### config.mk
export PLATFORM = sky130hd
export DESIGN_NAME = correlator_bank
export DESIGN_NICKNAME = d
export VERILOG_FILES = /design/src/rtl/correlator_bank.sv
export SDC_FILE = /design/constraint.sdc
export NUM_CORES = 1
export LEC_CHECK = 0
export CORE_MARGIN = 1
export CORE_UTILIZATION = 42
export CTS_CLUSTER_DIAMETER = 150
export DETAILED_ROUTE_END_ITERATION = 8
export GPL_ROUTABILITY_DRIVEN = 0
export REMOVE_ABC_BUFFERS = 1
export SETUP_SLACK_MARGIN = 0.5
export SLEW_MARGIN = 10
export SYNTH_ARGS = -nofsm -noshare
export SYNTH_HDL_FRONTEND = slang
export SYNTH_SLANG_ARGS = --single-unit
### constraint.sdc
create_clock -name clk -period 4.92 [get_ports clk]
set_input_delay 0.738 -clock clk [delete_from_list [all_inputs] [get_ports clk]]
set_output_delay 0.738 -clock clk [all_outputs]
set_load 0.02 [all_outputs]
### src/rtl/correlator_bank.sv
// correlator_bank: multi-tap sign-magnitude correlator with saturating accumulators, epoch dump handshake and overrun counting
module correlator_bank #(
  parameter int NUM_TAPS  = 3,
  parameter int ACC_WIDTH = 19,
  parameter int OVR_WIDTH = 8
) (
  input  logic                          clk,
  input  logic                          reset,
  input  logic                          enable,
  input  logic                          sample_en,
  input  logic [2:0]                    data,
  input  logic [NUM_TAPS-1:0]           tap_code,
  input  logic                          epoch,
  input  logic                          dump_ready,
  output logic                          dump_valid,
  output logic [NUM_TAPS*ACC_WIDTH-1:0] dump_data,
  output logic [NUM_TAPS-1:0]           dump_sat,
  output logic                          overrun,
  output logic [OVR_WIDTH-1:0]          overrun_count
);
  localparam logic [0:0] IDLE = 1'b0;
  localparam logic [0:0] RUN  = 1'b1;
  localparam logic signed [ACC_WIDTH:0] MAXV = {2'b00, {(ACC_WIDTH-1){1'b1}}};
  localparam logic signed [ACC_WIDTH:0] MINV = -MAXV;
  logic [0:0] state;
  logic [NUM_TAPS-1:0][ACC_WIDTH-1:0] acc, nxt;
  logic [NUM_TAPS-1:0] sat, nxt_sat;
  logic signed [ACC_WIDTH:0] mag, sum;
  logic run, ep, xfer;
  assign mag  = {{(ACC_WIDTH-2){1'b0}}, data[1:0], 1'b1};
  assign run  = (state == RUN) && enable;
  assign ep   = run & sample_en & epoch;
  assign xfer = ep & (~dump_valid | dump_ready);
  // one extra bit of headroom so the clamp can see the overflow before truncation
  always_comb begin
    nxt = '0;
    nxt_sat = '0;
    sum = '0;
    for (int i = 0; i < NUM_TAPS; i++) begin
      sum = $signed({acc[i][ACC_WIDTH-1], acc[i]}) + ((data[2] ^ ~tap_code[i]) ? -mag : mag);
      nxt[i] = (sum > MAXV) ? MAXV[ACC_WIDTH-1:0] : (sum < MINV) ? MINV[ACC_WIDTH-1:0] : sum[ACC_WIDTH-1:0];
      nxt_sat[i] = sat[i] | (sum > MAXV) | (sum < MINV);
    end
  end
  always_ff @(posedge clk) begin
    if (reset) begin
      state         <= IDLE;
      acc           <= '0;
      sat           <= '0;
      dump_valid    <= 1'b0;
      dump_data     <= '0;
      dump_sat      <= '0;
      overrun       <= 1'b0;
      overrun_count <= '0;
    end else begin
      state <= enable ? RUN : IDLE;
      if (!run || ep) begin
        acc <= '0;
        sat <= '0;
      end else if (sample_en) begin
        acc <= nxt;
        sat <= nxt_sat;
      end
      if (xfer) begin
        dump_data <= nxt;
        dump_sat  <= nxt_sat;
      end
      dump_valid <= xfer | (dump_valid & ~dump_ready);
      if (ep & ~xfer) begin
        overrun       <= 1'b1;
        overrun_count <= overrun_count + {{(OVR_WIDTH-1){1'b0}}, ~&overrun_count};
      end
    end
  end
endmodule

---- Word-level counts from Yosys, hierarchy flattened ----
Index checks and enable logic that the tools add are counted.
cells by class
  bitwise operators ....................... 22
  add/subtract/negate cells ............... 5
  reduce and logical (&&, ||, !) cells .... 6
  multiplexer cells ....................... 10
  order comparisons ....................... 6
operators by type and width
  kind                                                                                number
  19-bit two-way mux                                                                  6
  19-bit by 20-bit adder with 20-bit output                                           3
  20-bit by 19-bit greater-than comparator with 1-bit output (second input constant)  3
  20-bit by 19-bit less-than comparator with 1-bit output (second input constant)     3
  20-bit two-way mux                                                                  3
  3-bit negator with 20-bit output                                                    1
  8-bit by 1-bit adder with 8-bit output                                              1
  1-bit bitwise OR                                                                    8
  8-bit AND reduction                                                                 1
  1-bit NOT                                                                           6
  1-bit bitwise AND                                                                   5
  1-bit bitwise XOR                                                                   3
  1-bit logical NOT                                                                   2
  2-bit OR reduction                                                                  1
  1-bit logical AND                                                                   1
  1-bit logical OR                                                                    1
  1-bit two-way mux                                                                   1
storage, ports and cells
  flip-flop bits (word level) ............. 131
  logic and storage cells ................. 59

---- Depth between registers and ports, before layout ----
  depth in word-level cells ............... 7
  gate-level depth with buffers ........... 14
  gate-level depth less buffers ........... 13

---- Least setup slack after synthesis ----
Ideal clock, no wire load.
  path type ............................... input to register
  from .................................... input tap_code[2]
  to ...................................... register dump_sat[2]
  path slack .............................. 0.986 ns
  arrival ................................. 3.831 ns
  stages on the path ...................... 12
  buffers on the path ..................... 0
  library setup time ...................... 0.103 ns
  path through ............................ xor2_1 inv_1 ha_1 a21o_1 o32ai_4 a211oi_1 or4_1 o211ai_2 o21ai_1 a2111o_1 nor3b_1 a2111oi_2
between the ends
  longest elaborated chain between the ends .. 7
  elaborated cells on any way between the ends .. 8
  those cells by class .................... add/sub: 1; order compare: 2; mux: 1; bitwise: 4
RTL lines
  element                                                     RTL line  source
  start: declaration                                          12        input logic [NUM_TAPS-1:0] tap_code,
  1-bit NOT (*)                                               40        sum = $signed({acc[i][ACC_WIDTH-1], acc[i]}) + ((data[2] ^ ~tap_code[i]) ? -mag : mag);
  1-bit bitwise XOR (*)                                       40
  20-bit two-way mux (*)                                      40
  19-bit by 20-bit adder with 20-bit output (*)               40
  20-bit by 19-bit greater-than comparator with 1-bit output  42        nxt_sat[i] = sat[i] | (sum > MAXV) | (sum < MINV);
  1-bit bitwise OR                                            42
  1-bit bitwise OR (*)                                        42
  end signal: assignment                                      66        dump_sat <= nxt_sat;
  end: declaration                                            17        output logic [NUM_TAPS-1:0] dump_sat,
Every way passes the cells marked *; elsewhere a longest branch is shown, timed or not.
A chain may end at the register's enable or synchronous reset.

---- Final worst setup path ----
  from .................................... input tap_code[0]
  to ...................................... register dump_data[0]
between the ends
  longest elaborated chain between the ends .. 7
  elaborated cells on any way between the ends .. 8
  those cells by class .................... add/sub: 1; order compare: 2; mux: 3; bitwise: 2
RTL lines
  element                                                  RTL line  source
  1-bit NOT (*)                                            40
  1-bit bitwise XOR (*)                                    40
  20-bit two-way mux (*)                                   40
  19-bit by 20-bit adder with 20-bit output (*)            40
  20-bit by 19-bit less-than comparator with 1-bit output  41        nxt[i] = (sum > MAXV) ? MAXV[ACC_WIDTH-1:0] : (sum < MINV) ? MINV[ACC_WIDTH-1:0] : sum[ACC_WIDTH-1:0];
  19-bit two-way mux                                       41
  19-bit two-way mux (*)                                   41
  end signal: assignment                                   65        dump_data <= nxt;
  end: declaration                                         16        output logic [NUM_TAPS*ACC_WIDTH-1:0] dump_data,
Marked as above.

==> out/results.ini <==
[sta]
min_period_over_period = 0.8614
hold_viol_final = 0
finalClockSkew_ns = 0.007964
rsz0062_at_grt = true
fin_hold_ws_ns = 0.4547
slew_viol_final = 0
slew_headroom = 0.5096
fin_crit_ns = 4.238
worstMarginPinSlew_ns = 0.7279
fmax_ghz = 0.2360
fin_tns_setup_ns = 0
setup_viol = 0

[global_route]
grt_usage = 0.2302
met3_usage = 0.03688
grt_first_pass_wirelength_um = 40200
first_global_vias = 7848
grt_max_degree = 67
met2_usage = 0.3514
globalRoute.totalOverflow = 0
antenna_found_initial = 0
grt.busiest_layer = met2
grtUsageMet1 = 0.3301

[yosys]
synthFlopType = dfxtp_1
ys_ff_latch = 131
ys_types = 85
yosysWarnings = 0
netlist.area_leader.share = 0.2990
synthCells = 1117
synthArstFlopShare = 0
netlist_area_um2 = 8770
synth_area_leaders = dfxtp_1, ha_1, a21oi_1
yosysTopAreaCell = dfxtp_1
synth_edf_count = 0
yosysSeqAreaShare = 0.2990
syn_area_per_cell_um2 = 7.851

[worst_setup_path]
crit_buf_inv = 2
startpoint_type = primary input
reg2reg_setup_slack_ns = 1.37
endpoint_kind = register
r2r_end = dump_data[0]$_SDFFE_PP0P_
cp.depth = 14
rr_startpoint = acc[0]$_SDFFE_PP0P_
worstPathRequired_ns = 5.26
r2r_cells = 11
critPathMaxStageDelay_ns = 0.55
critPathTopFamily = simple AND/OR/NAND/NOR gates
crit_type = primary input to register
crit_slowest_cell = or4_1
path_max_fanout = 7
path_cells = clkdlybuf4s50_1 > xor2_2 > xnor2_1 > inv_1 > fa_1 > and2b_1 > o31ai_4 > a21boi_1 > or3_1 > or4_1 > nor4b_4 > nand4b_1 > a21o_1 > a311oi_2
critPathArrivalTime_ns = 4.58

[floorplanning]
start_util = 0.4306
core-area_um2 = 20360
die_area_um2 = 21460
row_count = 52
die_h_um = 146.5
die_x_um = 146.5
ios = 82

[layout]
final_cell_mix = dfxtp_1, nor2_1, a21oi_1
nNetsFinal = 1272
fill_cells = 1991
antennaDiodeCount = 0
mostFrequentLayoutCell = dfxtp_1
synthToLayoutAreaGrowth_pct = 22.10
drive_gt1_frac = 0.09166

[cts]
cts.path.max_buffers = 2
cts_sinks = 131
cts_buffers = 17
cts-root-buf = clkbuf_16
clk_latency_ns = 0.43
cts.hold.buffers_added = 0
cts_tree = yes
clkTransAtPathRegs_ns = 0.06
htree_levels = 4

[route]
drtAntennaViolNets = 0
drtIter0Drc = 505
firstDrtPassIters = 5
routed-via-count = 8397
drc_errors = 0
avgRoutedWirePerCell_um = 16.16
avgViaCountPerCell = 5.670
finalWirelength_um = 23940

[outcome]
status = complete, no violations

[pwr]
vdd_drop_max_uv = 224.5
power_frac_clock = 0.438
p_leak_nw = 4.286
powerDensity_nw_per_um2 = 309.9
p_int_w = 0.002300
switching_share = 0.3071
sequentialPowerShare = 0.331
p_sw_w = 0.001019
comb_power_share = 0.231

[placement]
io_buffers = 81
detailed_place_hpwl_um = 17380

[worst_hold_path]
min_from = dump_data[29]$_SDFFE_PP0P_
hold_path_depth = 2
hold_path_class = register to register
hold_end = dump_data[29]$_SDFFE_PP0P_

[run]
maxCapViolations = 0

## registers in the layout, indices dropped and copies added, names as in the netlist
| signal | flops |
|---|---|
| acc | 57 |
| dump_data | 57 |
| dump_sat | 3 |
| dump_valid | 1 |
| overrun | 1 |
| overrun_count | 8 |
| sat | 3 |
| state | 1 |
## synth_stat cells, types with 8 or more instances
master / count
dfxtp_1: 131
nor2_1: 125
a21oi_1: 107
nand2_1: 98
o21ai_0: 78
nand3_1: 61
ha_1: 59
clkbuf_1: 49
a211oi_1: 46
inv_1: 33
xor2_1: 25
nor3_1: 24
a21o_1: 22
maj3_1: 21
xnor2_1: 19
nor2b_1: 13
and2_1: 12
o211ai_1: 10
nand4_1: 9
o21a_1: 9
or2_2: 9
a221oi_1: 8
## worst min-delay path, delay by kind of cell (launching register included)
family	cells	cell delay, ns
AOI/OAI and AO/OA	1	0.05
DFF	1	0.33
and+or+nand+nor	1	0.04
## metrics by stage
stage                     setup WS (ns)  total power, W  std cells    util  area (um2)
after floorplan                  0.1620        0.001640       1060       -        8547
after detailed placement       -0.06515        0.001868       1447  0.4900        9978
after global routing             0.4691        0.003472       1481  0.5258       10710
after global placement         -0.09151        0.001865       1447  0.4900        9978
after CTS                        0.5941        0.003327       1479  0.5229       10650
final                            0.6820        0.003319       1481  0.5258       10710
## layout make-up
type	count	area [um2]	share of cell area
timing repair buffer	119	1097	0.1025
tap	270	337.8	0.03155
clock inverter	14	225.2	0.02103
sequential	131	2623	0.2449
clock buffer	18	439.2	0.04101
inverter	33	123.9	0.01157
multi-input combinational	896	5862	0.5474
## power by group through the flow
stage	clock (W)	sequential [W]	combinational [W]
floorplan	0	0.00113	0.000508
global placement	0	0.00112	0.000745
detailed placement	0	0.00112	0.000748
CTS	0.00148	0.00110	0.000754
global route	0.00153	0.00110	0.000847
finish	0.00145	0.00110	0.000767
## metal layers
layer  vias up  share of wire
met4         0          0.015
met5         -              0
li1       4273              -
met1      3915           0.51
met2       180           0.43
met3        29          0.040
## cells by family after synthesis
family                     after synthesis  share of synthesized area
adders and majority gates               83                     0.1150
xor gates and xnor gates                44                    0.04394
DFF                                    131                     0.2990
and+or+nand+nor                        404                     0.2221
AOI/OAI and AO/OA                      357                     0.2711
muxes                                    8                   0.009274
buffers and inverters                   90                    0.03952
## worst max-delay path by stage
stage                      startpoint                        end  slack (ns)
after floorplan                 epoch  dump_data[1]$_SDFFE_PP0P_        0.16
after global placement        data[2]  dump_data[0]$_SDFFE_PP0P_       -0.09
after detailed placement      data[2]  dump_data[0]$_SDFFE_PP0P_       -0.07
after CTS                 tap_code[0]  dump_data[0]$_SDFFE_PP0P_        0.59
after global routing      tap_code[0]   dump_sat[0]$_SDFFE_PP0P_        0.47
final                     tap_code[0]  dump_data[0]$_SDFFE_PP0P_        0.68
## repair_timing
item | 4_1_cts | 5_1_grt
gates resized for setup | 2 | 9
buffers inserted | 0 | 2
pin swaps | 0 | 1
endpoints found under the setup margin | 4 | 11
Note: power is estimated with default switching activity, not from simulation.
